**src/rtl/cfs_apb_master_if.sv**
```systemverilog
// Command, response and APB signal bundle for cfs_apb_master.
// The master modport is the initiator's view; the slave modport is the view
// of whatever drives commands, consumes responses and models the APB slave.
interface cfs_apb_master_if #(
    parameter int AW = 16,
    parameter int DW = 32
);
    // Command channel
    logic          cmd_valid;
    logic          cmd_ready;
    logic          cmd_write;
    logic [AW-1:0] cmd_addr;
    logic [DW-1:0] cmd_wdata;

    // Response channel
    logic          rsp_valid;
    logic          rsp_ready;
    logic [DW-1:0] rsp_rdata;
    logic          rsp_err;
    logic          rsp_timeout;

    // APB3 bus
    logic [AW-1:0] paddr;
    logic          pwrite;
    logic          psel;
    logic          penable;
    logic [DW-1:0] pwdata;
    logic          pready;
    logic [DW-1:0] prdata;
    logic          pslverr;

    modport master (
        input  cmd_valid, cmd_write, cmd_addr, cmd_wdata,
        output cmd_ready,
        output rsp_valid, rsp_rdata, rsp_err, rsp_timeout,
        input  rsp_ready,
        output paddr, pwrite, psel, penable, pwdata,
        input  pready, prdata, pslverr
    );

    modport slave (
        output cmd_valid, cmd_write, cmd_addr, cmd_wdata,
        input  cmd_ready,
        input  rsp_valid, rsp_rdata, rsp_err, rsp_timeout,
        output rsp_ready,
        input  paddr, pwrite, psel, penable, pwdata,
        output pready, prdata, pslverr
    );
endinterface

```
**src/rtl/cfs_apb_master.sv**
```systemverilog
// APB3 initiator: turns single-beat commands into APB transfers, one at a
// time, and returns one response per command.
// Optional feature macro: CFS_APB_MASTER_TIMEOUT_EN
//   defined   - ACCESS is abandoned after TIMEOUT_CYCLES cycles without pready
//   undefined - ACCESS waits for pready indefinitely; rsp_timeout is tied to 0
module cfs_apb_master #(
    parameter int APB_ADDR_WIDTH = 16,
    parameter int APB_DATA_WIDTH = 32,
    parameter int TIMEOUT_CYCLES = 256
) (
    input  logic             clk,
    input  logic             reset,
    cfs_apb_master_if.master bus
);

    typedef enum logic [1:0] {
        IDLE   = 2'd0,
        SETUP  = 2'd1,
        ACCESS = 2'd2,
        RESP   = 2'd3
    } state_t;

    state_t                    state;
    logic [APB_ADDR_WIDTH-1:0] paddr_q;
    logic                      pwrite_q;
    logic [APB_DATA_WIDTH-1:0] pwdata_q;
    logic                      psel_q;
    logic                      penable_q;
    logic                      rsp_valid_q;
    logic [APB_DATA_WIDTH-1:0] rsp_rdata_q;
    logic                      rsp_err_q;

    // A zero timeout would make every transfer fail before the slave is asked.
    if (TIMEOUT_CYCLES < 1) begin : g_bad_timeout
        $error("cfs_apb_master: TIMEOUT_CYCLES must be >= 1");
    end

`ifdef CFS_APB_MASTER_TIMEOUT_EN
    localparam int CNT_W = $clog2(TIMEOUT_CYCLES + 1);
    localparam logic [CNT_W-1:0] CNT_LIMIT = CNT_W'(TIMEOUT_CYCLES);
    localparam logic [CNT_W-1:0] CNT_LAST  = CNT_W'(TIMEOUT_CYCLES - 1);

    // ACCESS cycles already spent without pready; stops at the limit.
    logic [CNT_W-1:0] wait_cnt;
    logic             timeout_q;
`endif

    // Transfer sequencer: IDLE -> SETUP -> ACCESS -> RESP -> IDLE, all outputs registered.
    // NOTE: every register here uses <= so all of them update from the same pre-edge values.
    always_ff @(posedge clk) begin
        if (reset) begin
            state       <= IDLE;
            paddr_q     <= '0;
            pwrite_q    <= 1'b0;
            pwdata_q    <= '0;
            psel_q      <= 1'b0;
            penable_q   <= 1'b0;
            rsp_valid_q <= 1'b0;
            rsp_rdata_q <= '0;
            rsp_err_q   <= 1'b0;
`ifdef CFS_APB_MASTER_TIMEOUT_EN
            wait_cnt    <= '0;
            timeout_q   <= 1'b0;
`endif
        end else begin
            unique case (state)
                IDLE: begin
                    if (bus.cmd_valid) begin
                        paddr_q  <= bus.cmd_addr;
                        pwrite_q <= bus.cmd_write;
                        pwdata_q <= bus.cmd_wdata;
                        psel_q   <= 1'b1;
                        state    <= SETUP;
                    end
                end

                SETUP: begin
                    penable_q <= 1'b1;
`ifdef CFS_APB_MASTER_TIMEOUT_EN
                    wait_cnt  <= '0;
`endif
                    state     <= ACCESS;
                end

                ACCESS: begin
                    // pready is tested first so it wins over a timeout in the same cycle.
                    if (bus.pready) begin
                        psel_q      <= 1'b0;
                        penable_q   <= 1'b0;
                        rsp_valid_q <= 1'b1;
                        rsp_err_q   <= bus.pslverr;
                        rsp_rdata_q <= pwrite_q ? '0 : bus.prdata;
`ifdef CFS_APB_MASTER_TIMEOUT_EN
                        timeout_q   <= 1'b0;
`endif
                        state       <= RESP;
                    end
`ifdef CFS_APB_MASTER_TIMEOUT_EN
                    else if (wait_cnt == CNT_LAST) begin
                        // This idle cycle is the last one allowed: give up on the slave.
                        psel_q      <= 1'b0;
                        penable_q   <= 1'b0;
                        rsp_valid_q <= 1'b1;
                        rsp_err_q   <= 1'b1;
                        rsp_rdata_q <= '0;
                        timeout_q   <= 1'b1;
                        wait_cnt    <= CNT_LIMIT;
                        state       <= RESP;
                    end else begin
                        wait_cnt <= wait_cnt + 1'b1;
                    end
`endif
                end

                RESP: begin
                    if (bus.rsp_ready) begin
                        rsp_valid_q <= 1'b0;
                        state       <= IDLE;
                    end
                end

                default: state <= IDLE;
            endcase
        end
    end

    // cmd_ready follows the state directly so it is already high in the
    // first cycle after reset, while every registered output is still 0.
    assign bus.cmd_ready = (state == IDLE);

    assign bus.paddr     = paddr_q;
    assign bus.pwrite    = pwrite_q;
    assign bus.pwdata    = pwdata_q;
    assign bus.psel      = psel_q;
    assign bus.penable   = penable_q;
    assign bus.rsp_valid = rsp_valid_q;
    assign bus.rsp_rdata = rsp_rdata_q;
    assign bus.rsp_err   = rsp_err_q;

`ifdef CFS_APB_MASTER_TIMEOUT_EN
    assign bus.rsp_timeout = timeout_q;
`else
    assign bus.rsp_timeout = 1'b0;
`endif

endmodule

```
**src/flat_wrapper.sv**
```systemverilog
// flat-port wrapper written by rule: the top's interface ports become plain ports
module cfs_apb_master_flat 
#(
    parameter int APB_ADDR_WIDTH = 16,
    parameter int APB_DATA_WIDTH = 32,
    parameter int TIMEOUT_CYCLES = 256
)
  (clk, reset, bus_cmd_valid, bus_cmd_write, bus_cmd_addr, bus_cmd_wdata, bus_cmd_ready, bus_rsp_valid, bus_rsp_rdata, bus_rsp_err, bus_rsp_timeout, bus_rsp_ready, bus_paddr, bus_pwrite, bus_psel, bus_penable, bus_pwdata, bus_pready, bus_prdata, bus_pslverr);
  cfs_apb_master_if #(.AW((16)), .DW((32))) bus_i ();
  input  logic clk;
  input  logic reset;
  input wire logic [$bits(bus_i.cmd_valid)-1:0] bus_cmd_valid;
  input wire logic [$bits(bus_i.cmd_write)-1:0] bus_cmd_write;
  input wire logic [$bits(bus_i.cmd_addr)-1:0] bus_cmd_addr;
  input wire logic [$bits(bus_i.cmd_wdata)-1:0] bus_cmd_wdata;
  output wire logic [$bits(bus_i.cmd_ready)-1:0] bus_cmd_ready;
  output wire logic [$bits(bus_i.rsp_valid)-1:0] bus_rsp_valid;
  output wire logic [$bits(bus_i.rsp_rdata)-1:0] bus_rsp_rdata;
  output wire logic [$bits(bus_i.rsp_err)-1:0] bus_rsp_err;
  output wire logic [$bits(bus_i.rsp_timeout)-1:0] bus_rsp_timeout;
  input wire logic [$bits(bus_i.rsp_ready)-1:0] bus_rsp_ready;
  output wire logic [$bits(bus_i.paddr)-1:0] bus_paddr;
  output wire logic [$bits(bus_i.pwrite)-1:0] bus_pwrite;
  output wire logic [$bits(bus_i.psel)-1:0] bus_psel;
  output wire logic [$bits(bus_i.penable)-1:0] bus_penable;
  output wire logic [$bits(bus_i.pwdata)-1:0] bus_pwdata;
  input wire logic [$bits(bus_i.pready)-1:0] bus_pready;
  input wire logic [$bits(bus_i.prdata)-1:0] bus_prdata;
  input wire logic [$bits(bus_i.pslverr)-1:0] bus_pslverr;
  assign bus_i.cmd_valid = bus_cmd_valid;
  assign bus_i.cmd_write = bus_cmd_write;
  assign bus_i.cmd_addr = bus_cmd_addr;
  assign bus_i.cmd_wdata = bus_cmd_wdata;
  assign bus_cmd_ready = bus_i.cmd_ready;
  assign bus_rsp_valid = bus_i.rsp_valid;
  assign bus_rsp_rdata = bus_i.rsp_rdata;
  assign bus_rsp_err = bus_i.rsp_err;
  assign bus_rsp_timeout = bus_i.rsp_timeout;
  assign bus_i.rsp_ready = bus_rsp_ready;
  assign bus_paddr = bus_i.paddr;
  assign bus_pwrite = bus_i.pwrite;
  assign bus_psel = bus_i.psel;
  assign bus_penable = bus_i.penable;
  assign bus_pwdata = bus_i.pwdata;
  assign bus_i.pready = bus_pready;
  assign bus_i.prdata = bus_prdata;
  assign bus_i.pslverr = bus_pslverr;
  cfs_apb_master #(.APB_ADDR_WIDTH(APB_ADDR_WIDTH), .APB_DATA_WIDTH(APB_DATA_WIDTH), .TIMEOUT_CYCLES(TIMEOUT_CYCLES)) u_core (.clk(clk), .reset(reset), .bus(bus_i));
endmodule
```
**config.mk**
```make
export PLATFORM = sky130hd
export DESIGN_NAME = cfs_apb_master_flat
export DESIGN_NICKNAME = d
export VERILOG_FILES = /design/src/rtl/cfs_apb_master_if.sv /design/src/rtl/cfs_apb_master.sv /design/src/flat_wrapper.sv
export SDC_FILE = /design/constraint.sdc
export NUM_CORES = 1
export LEC_CHECK = 0
export CAP_MARGIN = 10
export CELL_PAD_IN_SITES_DETAIL_PLACEMENT = 0
export CELL_PAD_IN_SITES_GLOBAL_PLACEMENT = 2
export CORE_MARGIN = 2
export CORE_UTILIZATION = 21
export DETAILED_ROUTE_END_ITERATION = 8
export HOLD_SLACK_MARGIN = 0.02
export PLACE_DENSITY_LB_ADDON = 0.1
export SLEW_MARGIN = 20
export SYNTH_ARGS = -nofsm -noshare
export SYNTH_HDL_FRONTEND = slang
export SYNTH_SLANG_ARGS = --single-unit
```
**constraint.sdc**
```tcl
create_clock -name clk -period 1.8 [get_ports clk]
set_input_delay 0.36 -clock clk [delete_from_list [all_inputs] [get_ports clk]]
set_output_delay 0.36 -clock clk [all_outputs]
set_load 0.02 [all_outputs]
```
=== Yosys cells after proc, flatten, opt, wreduce, memory -nomap -nowiden ===
Index checks and enable logic that the tools add are counted.

* Equality and inequality tests: 6
* Multiplexer cells: 12
* Reduce and logical (&&, ||, !) cells: 10

{| class="wikitable"
|+ Operator list
! kind !! count
|-
| $mux 32 || 1
|-
| $reduce_and 3->1 || 3
|-
| $pmux 2 s4 || 1
|-
| $mux 2 || 3
|-
| $ne 2x2->1 const B || 3
|-
| $pmux 1 s2 || 3
|-
| $reduce_and 2->1 || 3
|-
| $reduce_bool 2->1 || 3
|-
| $eq 2x2->1 const B || 2
|-
| $mux 1 || 4
|-
| $eq 2x1->1 const B || 1
|-
| $logic_not 2->1 || 1
|}

* Register bits: 87
* Input bits: 87
* Word-level logic and storage cells: 37

=== Longest topological paths before layout ===
* Word-level depth: 3
* Gate-level depth with buffers: 8

=== Worst setup path after synthesis ===
No wires, ideal clock.

* Kind: register to register
* Start point: register u_core.state[0]
* End point: register u_core.pwdata_q[10], in the netlist u_core.bus.pwdata[10]
* Setup time: 132 ps
* Data arrival time: 1352 ps
* Data required time: 1668 ps
* Path slack: 315 ps
* Stages on the path, launching flop included: 9
* Buffers on the path: 3
* Cells stage by stage: dfxtp_1 > inv_1 > ha_1 > and2_1 > buf_2 > buf_6 > buf_6 > nand2_1 > a21oi_1

* Cells in the longest elaborated chain, start to end: 2

{| class="wikitable"
|+ Ends and longest elaborated chain
! element !! line !! RTL
|-
| start: declaration || cfs_apb_master.sv:23 || <nowiki>state_t state;</nowiki>
|-
| start signal: assignment || cfs_apb_master.sv:52 || <nowiki>state <= IDLE;</nowiki>
|-
| start signal: assignment || cfs_apb_master.sv:73 || <nowiki>state <= SETUP;</nowiki>
|-
| start signal: assignment || cfs_apb_master.sv:82 || <nowiki>state <= ACCESS;</nowiki>
|-
| $logic_not 2->1 || n/a ||
|-
| named net bus_cmd_ready || flat_wrapper.sv:16 || <nowiki>output wire logic [$bits(bus_i.cmd_ready)-1:0] bus_cmd_ready;</nowiki>
|-
| $reduce_and 2->1 (no source line) || n/a ||
|-
| end signal: assignment || cfs_apb_master.sv:71 || <nowiki>pwdata_q <= bus.cmd_wdata;</nowiki>
|-
| end: declaration || cfs_apb_master.sv:26 || <nowiki>logic [APB_DATA_WIDTH-1:0] pwdata_q;</nowiki>
|}

The timed path passes the listed nets, and every way through them passes these cells.
A chain may end at the register's enable or synchronous reset.

=== Final worst setup path ===
* Start point: register u_core.rsp_valid_q, in the netlist u_core.bus.rsp_valid
* End point: output port bus_rsp_valid

{| class="wikitable"
|+ RTL lines
! element !! line !! RTL
|-
| start: declaration || cfs_apb_master.sv:29 || <nowiki>logic rsp_valid_q;</nowiki>
|-
| start signal: assignment || cfs_apb_master.sv:58 || <nowiki>rsp_valid_q <= 1'b0;</nowiki>
|-
| start signal: assignment || cfs_apb_master.sv:90 || <nowiki>rsp_valid_q <= 1'b1;</nowiki>
|-
| start signal: assignment || cfs_apb_master.sv:117 || <nowiki>rsp_valid_q <= 1'b0;</nowiki>
|-
| end: declaration || flat_wrapper.sv:17 || <nowiki>output wire logic [$bits(bus_i.rsp_valid)-1:0] bus_rsp_valid;</nowiki>
|}

No word-level cell between the ends.

==> impl_metrics.json <==
{
  "core_area_sq_mm": 0.0157,
  "grt.met1_usage": 0.163,
  "nFillCells": 1636,
  "worstPathMaxFanout": 3,
  "critPathKind": "reg2out",
  "switching_share": 0.334,
  "cp-start-kind": "flip-flop",
  "syn_to_final_growth_pct": 67.5,
  "nets": 655,
  "yosys.area.top_type": "dfxtp_1",
  "grt_overflow": 0,
  "first_pass_iters": 4,
  "dp.cells": 768,
  "drive_gt1_frac": 0.0601,
  "clkPwrFrac": 0.273,
  "cts_sinks": 87,
  "synth-seq-cells": 87,
  "place_ws_ns": 0.0919,
  "antenna_found_initial": 0,
  "ys_types": 26,
  "io_buffers": 172,
  "die_height_um": 130,
  "internal_power_uw": 4430,
  "die_w_um": 130,
  "power.density_mw_per_mm2": 1190,
  "synth.area.top_cells": "dfxtp_1 (52%), nand2_1 (15%), a21oi_1 (12%)",
  "fin_skew_ns": 0.00371,
  "p_total_uw": 6660,
  "crit_buf_inv": 1,
  "htreeDepth": 3,
  "syn_nets": 494,
  "drc_errors": 0,
  "rsz0062_at_grt": "no",
  "synth.cell_area_sq_mm": 0.00334,
  "drv_cap": 0,
  "grtUsageMet3": 0.0476,
  "die_area_sq_mm": 0.0169,
  "p_sw_uw": 2220,
  "vias_per_cell": 4.19,
  "synth.top_cells.by_count": "nand2_1 (137), dfxtp_1 (87), a21oi_1 (82)",
  "drt-wirelength-per-cell_um": 14.3,
  "initial_core_util": 0.213,
  "p_comb_frac": 0.369,
  "place.detailed.hpwl_um": 7450,
  "slowest_stage": "clkdlybuf4s50_1",
  "drt-initial-drc-count": 93,
  "crit_chain": "clkdlybuf4s50_1",
  "clock_path_buffers": 2,
  "cts_made_buffers": 9,
  "cts_tree": "built",
  "syn_area_per_cell_sq_um": 8.31,
  "hold_slack_ns": 0.340,
  "use_met2": 0.217,
  "grt_pass1_wl_um": 17500,
  "timing.final.ws_setup_ns": 0.0896,
  "ioPinCount": 174,
  "hold_viol_final": 0,
  "holdCritPathClass": "in2reg",
  "grt-busiest-layer": "met2",
  "grt_max_degree": 36,
  "finalCritPeriodShare": 0.950,
  "crit_path_end_kind": "output port",
  "cp.required_ns": 1.44,
  "cpPeakStageDelay_ns": 0.66,
  "period_minus_slack_ns": 1.71,
  "fin_cells": 782,
  "synth.most_common_cell": "nand2_1",
  "vias": 3277,
  "outcome": "complete, no violations",
  "diodes": 0,
  "grt_pass1_vias": 3333,
  "gr-usage-all-layers": 0.135,
  "clk_latency_ns": 0.34,
  "cts-root-buf": "clkbuf_16",
  "fmax_mhz": 585,
  "leakage_uw": 0.00196,
  "clkTransAtPathRegs_ns": 0.06,
  "ys_async_sr_fraction": 0,
  "wl_um": 11200,
  "ir_worst_vdd_uv": 443,
  "yosysWarningCount": 0,
  "seq_power_share": 0.358,
  "ys.flop_type": "dfxtp_1",
  "rows": 46,
  "place_congestion": 0.710,
  "synthCells": 402,
  "critical_path.top_delay_family": "buffers and inverters",
  "synth-seq-area-share": 0.521,
  "postCtsSetupBuffers": 0,
  "synth_top_area_share": 0.521,
  "ant_nets": 0,
  "synth-edff-count": 0,
  "drv_slew": 0,
  "cp.arrival_ns": 1.35,
  "setup_viol": 0,
  "setup_tns_ns": 0
}
sequential cells by signal, summed over array words and instances, names as in the netlist:
| name | cells |
|---|---|
| u_core.bus.penable | 1 |
| u_core.bus.psel | 1 |
| u_core.bus.rsp_valid | 1 |
| u_core.state | 2 |
| u_core.bus.pwdata | 32 |
| u_core.bus.rsp_rdata | 32 |
| u_core.bus.pwrite | 1 |
| u_core.bus.rsp_err | 1 |
| u_core.bus.paddr | 16 |
worst paths after layout:
kind	startpoint	endpoint	slack (ns)	cells past startpoint
worst max register to register	u_core.state[0]	u_core.state[1]	0.23	6
worst max-delay path	u_core.bus.rsp_valid	bus_rsp_valid	0.09	1
worst min-delay path	reset	u_core.state[0]	0.34	2
worst min register to register	u_core.bus.rsp_rdata[7]	u_core.bus.rsp_rdata[7]	0.45	2
metrics by stage:
stage | instance area [sq um] | utilization
after global routing | 5600 | 0.356
after CTS | 5600 | 0.356
final | 5600 | 0.356
after floorplan | 3340 | -
after detailed placement | 5310 | 0.338
after global placement | 5310 | 0.338
routing by layer:
layer	vias up	wire length, um
li1	1665	-
met1	1493	4970
met2	107	5110
met3	12	896
met4	0	203
met5	-	0
logic make-up after synthesis:
logic type,count (synthesis),share of synthesized area
other,1,0.00112
adder cells (fa/ha/maj),5,0.0187
buffers and inverters,39,0.0592
multiplexers,2,0.00636
AND/OR/NAND/NOR,180,0.256
flip-flops,87,0.521
AO/OA/AOI/OAI,88,0.137
placed cells by master (no fill, tap or decap), types with 2 or more instances in the layout:
cell             instances
buf_4                    9
a211oi_1                 2
or2_2                    2
buf_12                   5
ha_1                     5
a21oi_1                 82
clkbuf_8                 4
inv_1                    3
nor2_1                   2
nand2_1                136
clkbuf_16                9
clkdlybuf4s50_1        170
nand4b_1                32
nor2b_1                  3
dfxtp_1                 86
cell type report:
type,instances,area (sq um),share of cell area
inverter,3,11.3,0.00201
multi-input combinational,276,1410,0.251
sequential,87,1740,0.311
tap,216,270,0.0483
clock buffer,14,284,0.0507
timing repair buffer,186,1880,0.337
power groups by stage:
stage               combinational (uW)  clock [uW]  sequential, uW
floorplan                          980           0            2760
global placement                  2510           0            2410
detailed placement                2520           0            2430
CTS                               2520        1910            2390
global route                      2700        1980            2430
finish                            2460        1810            2380
what timing repair did:
item                       CTS  global route
setup endpoints to repair    1             1
resized for setup            1             2
pin swaps                    0             0
hold buffers                 0             0
cloned                       0             0
worst register-to-register path, stage by stage (launching register included):
cell and delay (ns):
dfxtp_1 0.36, inv_1 0.10, ha_1 0.23, buf_4 0.15, nor2b_1 0.13, nor3_1 0.32
mux2i_1 0.22
(Power assumes the default switching activity.)
